## config.mk

```make
export PLATFORM = sky130hd
export DESIGN_NAME = fetch_stage_flat
export DESIGN_NICKNAME = d
export VERILOG_FILES = /design/src/rtl/fetch_stage_pkg.sv /design/src/rtl/fetch_stage_if.sv /design/src/rtl/fetch_stage_if_id_reg.sv /design/src/rtl/fetch_stage.sv /design/src/flat_wrapper.sv
export SDC_FILE = /design/constraint.sdc
export NUM_CORES = 1
export LEC_CHECK = 0
export BUFFER_PORTS_ARGS = -buffer_cell sky130_fd_sc_hd__buf_2
export CAP_MARGIN = 20
export CORE_ASPECT_RATIO = 1.4
export CORE_MARGIN = 1.5
export CORE_UTILIZATION = 45
export DETAILED_ROUTE_END_ITERATION = 8
export PLACE_DENSITY_LB_ADDON = 0.1
export SETUP_SLACK_MARGIN = 0.02
export SYNTH_ARGS = -nofsm -noshare
export SYNTH_HDL_FRONTEND = slang
export SYNTH_HIERARCHICAL = 1
export SYNTH_SLANG_ARGS = --single-unit
```

## constraint.sdc

```tcl
create_clock -name clk -period 3.3 [get_ports clk]
set_input_delay 0.66 -clock clk [delete_from_list [all_inputs] [get_ports clk]]
set_output_delay 0.66 -clock clk [all_outputs]
set_load 0.01 [all_outputs]
```

## src/rtl/fetch_stage_pkg.sv

```systemverilog
// Shared core types and constants for the instruction-fetch stage.
// Holds word sizes, the NOP encoding and the fetch state enum.
package fetch_stage_pkg;

    localparam int XLEN = 64;
    localparam int ILEN = 32;

    localparam logic [XLEN-1:0] RESET_PC  = 64'h0;
    localparam logic [XLEN-1:0] PC_STEP   = 64'd4;
    localparam logic [ILEN-1:0] NOP_INSTR = 32'h0000_0013;

    typedef enum logic {
        RUN   = 1'b0,
        FAULT = 1'b1
    } fetch_state_t;

    typedef struct packed {
        logic [XLEN-1:0] pc;
        logic [ILEN-1:0] instr;
        logic            valid;
    } if_id_t;

    localparam if_id_t IF_ID_EMPTY = '{
        pc:    64'h0,
        instr: NOP_INSTR,
        valid: 1'b0
    };

    function automatic logic [XLEN-1:0] word_align(
        input logic [XLEN-1:0] addr
    );
        return addr & ~64'h3;
    endfunction

endpackage

```

## src/rtl/fetch_stage_if.sv

```systemverilog
// Instruction-memory bus between the fetch stage and the external memory.
// The memory returns the word for addr combinationally.
interface fetch_stage_if
    import fetch_stage_pkg::*;
();

    logic [XLEN-1:0] addr;
    logic [ILEN-1:0] instr;

    modport master (
        output addr,
        input  instr
    );

    modport slave (
        input  addr,
        output instr
    );

endinterface

```

## src/rtl/fetch_stage_if_id_reg.sv

```systemverilog
// IF/ID pipeline register with hold (stall) and flush (redirect) controls.
// Flush wins over hold so a redirect always squashes the wrong-path slot.
module if_id_reg
    import fetch_stage_pkg::*;
(
    input  logic   clk,
    input  logic   reset,
    input  logic   hold,
    input  logic   flush,
    input  if_id_t d,
    output if_id_t q
);

    always_ff @(posedge clk or posedge reset) begin
        if (reset) begin
            q <= IF_ID_EMPTY;
        end else if (flush) begin
            q <= IF_ID_EMPTY;
        end else if (!hold) begin
            q <= d;
        end
    end

endmodule

```

## src/rtl/fetch_stage.sv

```systemverilog
// Fetch stage: owns the PC and next-PC mux and feeds the IF/ID register.
// Define FETCH_MISALIGN_CHK_EN to trap misaligned redirects in FAULT.
module fetch_stage
    import fetch_stage_pkg::*;
(
    input  logic             clk,
    input  logic             reset,
    input  logic             stall,
    input  logic             redirect,
    input  logic [XLEN-1:0]  redirect_target,
    fetch_stage_if.master    imem,
    output logic [XLEN-1:0]  pc,
    output logic [XLEN-1:0]  if_id_pc,
    output logic [ILEN-1:0]  if_id_instr,
    output logic             if_id_valid
`ifdef FETCH_MISALIGN_CHK_EN
    ,
    output logic             fetch_fault
`endif
);

    fetch_state_t    state_q;
    fetch_state_t    state_d;
    logic [XLEN-1:0] pc_q;
    logic [XLEN-1:0] pc_d;
    logic [XLEN-1:0] target;
    logic            hold;
    logic            flush;
    if_id_t          id_d;
    if_id_t          id_q;

`ifdef FETCH_MISALIGN_CHK_EN
    logic misaligned;

    assign target     = redirect_target;
    assign misaligned = |redirect_target[1:0];
`else
    assign target = word_align(redirect_target);
`endif

    always_ff @(posedge clk or posedge reset) begin
        if (reset) begin
            state_q <= RUN;
            pc_q    <= RESET_PC;
        end else begin
            state_q <= state_d;
            pc_q    <= pc_d;
        end
    end

    always_comb begin
        state_d = state_q;
        pc_d    = pc_q;
        hold    = 1'b0;
        flush   = 1'b0;
        unique case (state_q)
            RUN: begin
                if (redirect) begin
                    pc_d  = target;
                    flush = 1'b1;
`ifdef FETCH_MISALIGN_CHK_EN
                    if (misaligned) begin
                        state_d = FAULT;
                    end
`endif
                end else if (stall) begin
                    hold = 1'b1;
                end else begin
                    pc_d = pc_q + PC_STEP;
                end
            end
            // Parked at the bad target; only reset leaves this state.
            FAULT: begin
                flush = 1'b1;
            end
        endcase
    end

    assign id_d = '{
        pc:    pc_q,
        instr: imem.instr,
        valid: 1'b1
    };

    if_id_reg u_if_id_reg (
        .clk   (clk),
        .reset (reset),
        .hold  (hold),
        .flush (flush),
        .d     (id_d),
        .q     (id_q)
    );

    assign imem.addr   = pc_q;
    assign pc          = pc_q;
    assign if_id_pc    = id_q.pc;
    assign if_id_instr = id_q.instr;
    assign if_id_valid = id_q.valid;

`ifdef FETCH_MISALIGN_CHK_EN
    assign fetch_fault = (state_q == FAULT);
`endif

endmodule

```

## src/flat_wrapper.sv

```systemverilog
// flat-port wrapper written by rule: the top's interface ports become plain ports
module fetch_stage_flat import fetch_stage_pkg::*;
  (clk, reset, stall, redirect, redirect_target, pc, if_id_pc, if_id_instr, if_id_valid, imem_addr, imem_instr);
  fetch_stage_if imem_i ();
  input  logic clk;
  input  logic reset;
  input  logic stall;
  input  logic redirect;
  input  logic [XLEN-1:0] redirect_target;
  output logic [XLEN-1:0] pc;
  output logic [XLEN-1:0] if_id_pc;
  output logic [ILEN-1:0] if_id_instr;
  output logic if_id_valid;
  output wire logic [$bits(imem_i.addr)-1:0] imem_addr;
  input wire logic [$bits(imem_i.instr)-1:0] imem_instr;
  assign imem_addr = imem_i.addr;
  assign imem_i.instr = imem_instr;
  fetch_stage u_core (.clk(clk), .reset(reset), .stall(stall), .redirect(redirect), .redirect_target(redirect_target), .imem(imem_i), .pc(pc), .if_id_pc(if_id_pc), .if_id_instr(if_id_instr), .if_id_valid(if_id_valid));
endmodule
```

==> results of run 1 <==
==> area by class of cell <==
| type | count | area, sq um | share of cell area, % |
|---|---|---|---|
| clock buffers | 18 | 439 | 4.33 |
| clock inverters | 14 | 125 | 1.23 |
| inverters | 9 | 36.3 | 0.358 |
| multi-input cells | 555 | 3540 | 34.9 |
| flip-flops and latches | 159 | 3980 | 39.3 |
| well taps | 240 | 300 | 2.96 |
| repair buffers | 330 | 1710 | 16.9 |
==> worst max-delay path, delay by kind of cell (launching register included) <==
family	cells	cell delay, ps
flops	1	470
simple gates	5	1980
==> logic make-up (layout without fill, tap and decap cells) <==
family	after synthesis	in the layout	share of synthesized area (%)
AND/OR/NAND/NOR	331	331	20.3
flip-flops	159	159	48.2
buffers and inverters	116	371	9.24
multiplexers	99	99	12.0
AO/OA/AOI/OAI	81	81	6.12
XOR/XNOR	36	36	3.82
other	2	7	0.0909
adder cells (fa/ha/maj)	1	1	0.151
==> stage by stage <==
stage | area (sq um) | setup WS (ps) | hold WS (ps) | utilization [%] | total power [uW]
detailed placement | 9570 | 742 | 509 | 53.2 | 3210
finish | 10100 | 770 | 336 | 56.3 | 5060
global placement | 9570 | 780 | 498 | 53.2 | 3200
CTS | 10100 | 758 | 342 | 56.3 | 5120
global route | 10100 | 611 | 370 | 56.3 | 5310
floorplan | 8280 | 111 | 559 | - | 2900
==> Yosys cell counts (2+ instances only) <==
library cell  count
dfrtp_1         156
nor2_1          115
mux2i_1          97
buf_4            74
nand2_1          71
o21ai_0          45
nand4_1          31
nand3_1          28
clkbuf_1         22
xor2_1           20
xnor2_1          16
nor3_1           14
nor2b_1          13
a31oi_1          11
or3_1            10
nor4_1            9
inv_1             8
or4_1             7
a311o_1           5
and3_1            5
a211o_1           4
a221o_1           4
and2_1            4
and4_1            4
buf_2             4
buf_8             4
nor4_2            4
buf_1             3
dfstp_2           3
nor3_2            3
nor4b_1           3
o21ai_1           3
a22oi_1           2
conb_1            2
mux2_2            2
nand4_2           2
o211ai_1          2
==> metal layers <==
layer / global-route usage [%] / share of wire [%] / routed length [um]
met1: 30.4 / 43 / 9800
met2: 40.1 / 50 / 11400
met3: 4.57 / 5.0 / 1120
met4: 7.26 / 1.5 / 346
met5: 0 / 0.10 / 23
==> worst max path at each step <==
stage / from / endpoint / slack (ps)
after floorplan: reset / u_core/u_if_id_reg/q[0]$_DFFE_PP0P_ / 110
after global placement: stall / u_core/imem.addr[57]$_DFFE_PP0N_ / 780
after detailed placement: stall / u_core/imem.addr[60]$_DFFE_PP0N_ / 740
after CTS: u_core/imem.addr[28]$_DFFE_PP0N_ / u_core/imem.addr[60]$_DFFE_PP0N_ / 760
after global routing: u_core/imem.addr[28]$_DFFE_PP0N_ / u_core/imem.addr[60]$_DFFE_PP0N_ / 610
final: u_core/imem.addr[31]$_DFFE_PP0N_ / u_core/imem.addr[41]$_DFFE_PP0N_ / 770
==> registers in the layout (all words and copies together) (netlist names) <==
name and count:
u_core/imem.addr 62, u_core/u_if_id_reg/q 97
==> power breakdown <==
part / total (uW) / switching, uW / internal (uW) / leakage, uW
clock: 1890 / 879 / 1010 / 0.000266
sequential: 2320 / 211 / 2110 / 0.00199
combinational: 848 / 476 / 373 / 0.00265
==> results.txt, run 1 <==
----------------------------------------------------
[Power]
  Peak ir drop on the vdd network ... roughly 0.37 mV
  Power per standard cell area ... ~500 nW/um^2
  Pleak ... 0.00490 uW

[Worst setup path]
  Critical path launch point type ... flip-flop
  Largest stage delay on the critical path ... 600 ps
  Reg2reg end ... u_core/imem.addr[41]$_DFFE_PP0N_
  FF-to-FF setup slack ... 770 ps
  WP data arrival ... 2880 ps
  Cell depth of the worst flop-to-flop path ... 5
  Cell chain of the critical path ... nand3_1 > nor4_1 > nand4_2 > or4_1 > nand3_1
  Max stage delay cell, worst path ... nor4_1
  Cell with the most instances on the worst path ... nand3_1
  CP Capture Type ... flip-flop
  Startpoint of the worst register-to-register path ... u_core/imem.addr[31]$_DFFE_PP0N_
  Maximum fanout encountered on the critical timing path ... 10
  Crit Path Class ... flip-flop to flip-flop
  CP Data Required Time ... around 3700 ps

[Cells and area]
  Fillers ... 1763
  Leading cell types in the layout, fill and taps excluded ... buf_2, dfrtp_1, nor2_1
  Most frequent standard cell in the layout excluding fill and tap cells ... buf_2
  Post-layout instance count excluding filler cells ... around 1300
  Share of final-layout standard cells stronger than drive strength 1 ... a little over a third
  Post-layout nets ... 1173
  Layout-stage area growth over the synthesis result ... 22.7%
  Diodes inserted ... 0

[Routing]
  Detail Route Antenna Nets ... 0
  Average wire per standard cell ... between 15 and 20 um
  DRC errors left ... 0
  1st-iter DRT viols ... between 300 and 400
  Per-cell via count in the routed design ... between 5 and 6
  Number of iterations in the first detailed-routing pass ... 4
  Final Routed Wirelength ... around 23000 um
  DR vias ... between 6000 and 7000

[Global routing]
  Antenna violations before repair ... 2
  Overall Global Routing Usage ... about a quarter
  Remaining global-route overflow ... 0
  Pin count of the biggest net entering global routing ... 83
  Global-route wire length before repair ... roughly 36000 um
  Vias in the first global route ... approximately 6500

[STA]
  Crit path time final ... ~2500 ps
  FMAX ... about 400 MHz
  Period utilization ... between 70% and 80%
  Pin slew with the least headroom to its limit ... 794 ps
  Final hold violations ... 0
  Max-slew violation total from the final report ... 0
  Worst-case headroom to the max-slew limit ... 47.1%
  RSZ-0062 raised after global routing ... no
  Total of endpoints with negative setup slack in the final report ... 0
  Total negative setup slack ... 0 ps
  Fin Clk Skew ... between 9 and 10 ps

[Yosys]
  Unique cell type count in the Yosys netlist ... 52
  Area share of the leading cell type in the synthesized netlist ... 47.3%
  FFs w/ async S/R, synth ... between 90% and 100%
  Sequential fraction of the synthesis area ... 48.2%
  Leading area contributor after synthesis ... dfrtp_1
  Number of storage elements in the synthesis netlist ... ~160
  Synthesized netlist cell count ... 825
  Syn Area/Cell ... 10.0 sq um
  Count of synthesis-stage warnings from yosys ... 6
  Primary flip-flop cell chosen by synthesis mapping ... dfrtp_1
  Post-synth EDFFs ... 0
  Total standard cell area after synthesis ... 8260 sq um
  Dominant cells by area after synthesis ... dfrtp_1, mux2i_1, buf_4, nor2_1, nand2_1

[Run]
  Number of maximum-capacitance constraint violations ... 0

[Clock tree]
  Number of hold buffers added after cts ... 0
  CTS H-tree lvls ... 4
  Number of sinks on the clock net ... roughly 160
  Clock input transition at the sequential cells of the worst setup and hold paths ... about 70 ps
  Number of buffers created by CTS ... 17
  Buffer type at the clock tree root ... clkbuf_16
  Post-CTS setup repair buffer count ... 0
  Post-cts repair resize count ... 0
  Clock latency of the later-clocked register in the worst-skew pair ... around 420 ps
  Clk buf depth ... 2
  Clock tree from TritonCTS ... built

[Place]
  Port Buffer Count ... 318
  Placed cell count ... 1293
  RD Place Congestion ... 0.782
  Final HPWL DP ... 16100 um

[Floorplanning]
  Core region area ... 18000 sq um
  Starting density of the core ... 45.9%
  Die X ... 117 um
  Std-Cell Rows ... 58
  Area enclosed by the die boundary ... 19200 sq um
  Height of the chip ... between 150 and 200 um
  # IOs ... between 300 and 400

[Hold path]
  Min-Delay Path Class ... input port to async pin

[Status]
  Status ... completed

----------------------------------------------------
Power figures use the tool's default switching activity.
==> run 2: changes to the inputs <==
--- a/config.mk
+++ b/config.mk
@@ -9,7 +9,7 @@
 export CAP_MARGIN = 20
 export CORE_ASPECT_RATIO = 1.4
 export CORE_MARGIN = 1.5
-export CORE_UTILIZATION = 45
+export CORE_UTILIZATION = 49
 export DETAILED_ROUTE_END_ITERATION = 8
 export PLACE_DENSITY_LB_ADDON = 0.1
 export SETUP_SLACK_MARGIN = 0.02
==> constraint.sdc (replaced) <==
create_clock -name clk -period 2.43 [get_ports clk]
set_input_delay 0.486 -clock clk [delete_from_list [all_inputs] [get_ports clk]]
set_output_delay 0.486 -clock clk [all_outputs]
set_load 0.01 [all_outputs]
==> run 2 against run 1 <==
  * Worst setup slack worse by 610 ps
  * Final cell count down 0.38%
  * Global-route usage up 2.2 points
  * First-iteration DRC count up 23%
  * Hold slack worse by 170 ps
  * Clock power up 35%
  * Critical endpoint is now u_core/imem.addr[63]$_DFFE_PP0N_
==> results.txt, run 2 (same netlist as run 1, synthesis figures left out) <==
----------------------------------------------------
[Clock tree]
  Clock latency of the later-clocked register in the worst-skew pair ... between 400 and 500 ps
  Number of buffers created by CTS ... 17
  Clock input transition at the sequential cells of the worst setup and hold paths ... around 70 ps
  Post-cts repair resize count ... 0
  Clk buf depth ... 2
  Post-CTS setup repair buffer count ... 0
  Number of sinks on the clock net ... ~160
  Number of hold buffers added after cts ... 0
  Buffer type at the clock tree root ... clkbuf_16
  CTS H-tree lvls ... 4
  Clock tree from TritonCTS ... built

[Floorplanning]
  Die X ... 113 um
  Starting density of the core ... 49.7%
  Area enclosed by the die boundary ... between 15000 and 20000 sq um
  # IOs ... 325
  Std-Cell Rows ... 56
  Core region area ... around 17000 sq um
  Height of the chip ... approximately 160 um

[Worst setup path]
  FF-to-FF setup slack ... approximately 160 ps
  Cell depth of the worst flop-to-flop path ... 5
  Maximum fanout encountered on the critical timing path ... 9
  WP data arrival ... 2590 ps
  CP Capture Type ... flip-flop
  Startpoint of the worst register-to-register path ... u_core/imem.addr[6]$_DFFE_PP0N_
  Capturing element of the worst setup path ... u_core/imem.addr[63]$_DFFE_PP0N_
  Critical path launch point type ... flip-flop
  Reg2reg end ... u_core/imem.addr[63]$_DFFE_PP0N_
  Crit path from ... u_core/imem.addr[6]$_DFFE_PP0N_
  Crit Path Class ... flip-flop to flip-flop
  CP Data Required Time ... between 2000 and 3000 ps

[Power]
  Peak ir drop on the vdd network ... between 0.4 and 0.5 mV
  Pleak ... 0.00505 uW
  Power per standard cell area ... 670 nW/um^2

[STA]
  Total negative setup slack ... 0 ps
  FMAX ... 440 MHz
  Final WS setup ... about 160 ps
  Final hold violations ... 0
  Worst-case headroom to the max-slew limit ... roughly 57%
  Fin Clk Skew ... roughly 8.7 ps
  Crit path time final ... 2270 ps
  Max-slew violation total from the final report ... 0
  RSZ-0062 raised after global routing ... no
  Period utilization ... between 90 and 100%
  Pin slew with the least headroom to its limit ... roughly 640 ps
  Total of endpoints with negative setup slack in the final report ... 0

[Routing]
  Final Routed Wirelength ... 22900 um
  Number of iterations in the first detailed-routing pass ... 4
  DR vias ... 7094
  Per-cell via count in the routed design ... around 5.4
  DRC errors left ... 0
  1st-iter DRT viols ... 380
  Average wire per standard cell ... roughly 17 um
  Detail Route Antenna Nets ... 0

[Global routing]
  Pin count of the biggest net entering global routing ... 57
  Vias in the first global route ... about 6700
  Global-route wire length before repair ... 35400 um
  Overall Global Routing Usage ... 25.7%
  Remaining global-route overflow ... 0
  Antenna violations before repair ... 1

[Status]
  Status ... completed

[Cells and area]
  Share of final-layout standard cells stronger than drive strength 1 ... between 30 and 40%
  Share of the core filled with cells in the final layout ... between 60% and 70%
  Post-layout instance count excluding filler cells ... ~1300
  Most flop-heavy register ... u_core/u_if_id_reg/q
  Most frequent standard cell in the layout excluding fill and tap cells ... buf_2
  Layout-stage area growth over the synthesis result ... 25.1%
  Post-route standard cell area excluding fillers ... about 10000 sq um
  Leading cell types in the layout, fill and taps excluded ... buf_2, dfrtp_1, nor2_1
  Max FFs per register ... 97
  Post-layout nets ... ~1200

[Run]
  Number of maximum-capacitance constraint violations ... 0

[Place]
  Final HPWL DP ... around 16000 um
  Placed cell count ... 1287
  Worst slack at placement ... 121 ps
  RD Place Congestion ... approximately 0.81
  Port Buffer Count ... between 300 and 400
  Placed standard-cell area ... 9770 sq um

[Hold path]
  Min-Delay Path Class ... input port to async pin

----------------------------------------------------
[run 2: cell count changes in the layout (fill, tap and decap cells not counted)]
cell      change
buf_12        +1
buf_4        +30
clkbuf_1      +1
clkbuf_8      +1
clkinv_2      +1
diode_2       +1
inv_4         -1
inv_6         -1
inv_8         -1
[run 2: worst max-delay path: stages (launching register included)]
cell	delay (ps)
dfrtp_1	510
nand4_4	240
nor3_2	430
nand4_1	420
mux2i_1	230
a311o_1	330
[run 2: metrics by stage]
stage	total power (uW)	hold WS, ps
after detailed placement	4430	508
after global routing	7260	218
after floorplan	3940	559
after CTS	6990	179
after global placement	4410	498
final	6920	166
[run 2: layout make-up]
class                           count  area, sq um
Sequential cell                   159         3980
Multi-Input combinational cell    555         3540
Antenna cell                        1         2.50
Clock buffer                       20          457
Tap cell                          203          254
Timing Repair Buffer              361         1960
Clock inverter                     12          103
Inverter                            9         37.5
Fill cell                        1452         6270
[run 2: worst min path at each step]
stage	start	end	slack, ps	cells after the start
after floorplan	u_core/u_if_id_reg/q[10]$_DFFE_PP0P_	u_core/u_if_id_reg/q[10]$_DFFE_PP0P_	560	2
after global placement	u_core/u_if_id_reg/q[62]$_DFFE_PP0P_	u_core/u_if_id_reg/q[62]$_DFFE_PP0P_	500	2
after global routing	reset	u_core/imem.addr[22]$_DFFE_PP0N_	220	2
after detailed placement	u_core/u_if_id_reg/q[55]$_DFFE_PP0P_	u_core/u_if_id_reg/q[55]$_DFFE_PP0P_	510	2
final	reset	u_core/imem.addr[27]$_DFFE_PP0N_	170	2
after CTS	reset	u_core/imem.addr[9]$_DFFE_PP0N_	180	2
[run 2: metal layers]
metal  vias to the layer above  track usage, %  routed length (um)
met4                         0            9.10                 372
met5                         -               0                   0
met2                       254            44.1               11600
met1                      3448            31.9                9600
met3                        25            5.85                1340
li1                       3367               -                   -
[run 2: power breakdown]
group          switching [uW]  leakage (uW)  total, uW  internal, uW
clock                    1160      0.000267       2550          1390
sequential                224       0.00199       3090          2860
combinational             730       0.00280       1290           557
total                    2110       0.00505       6920          4810
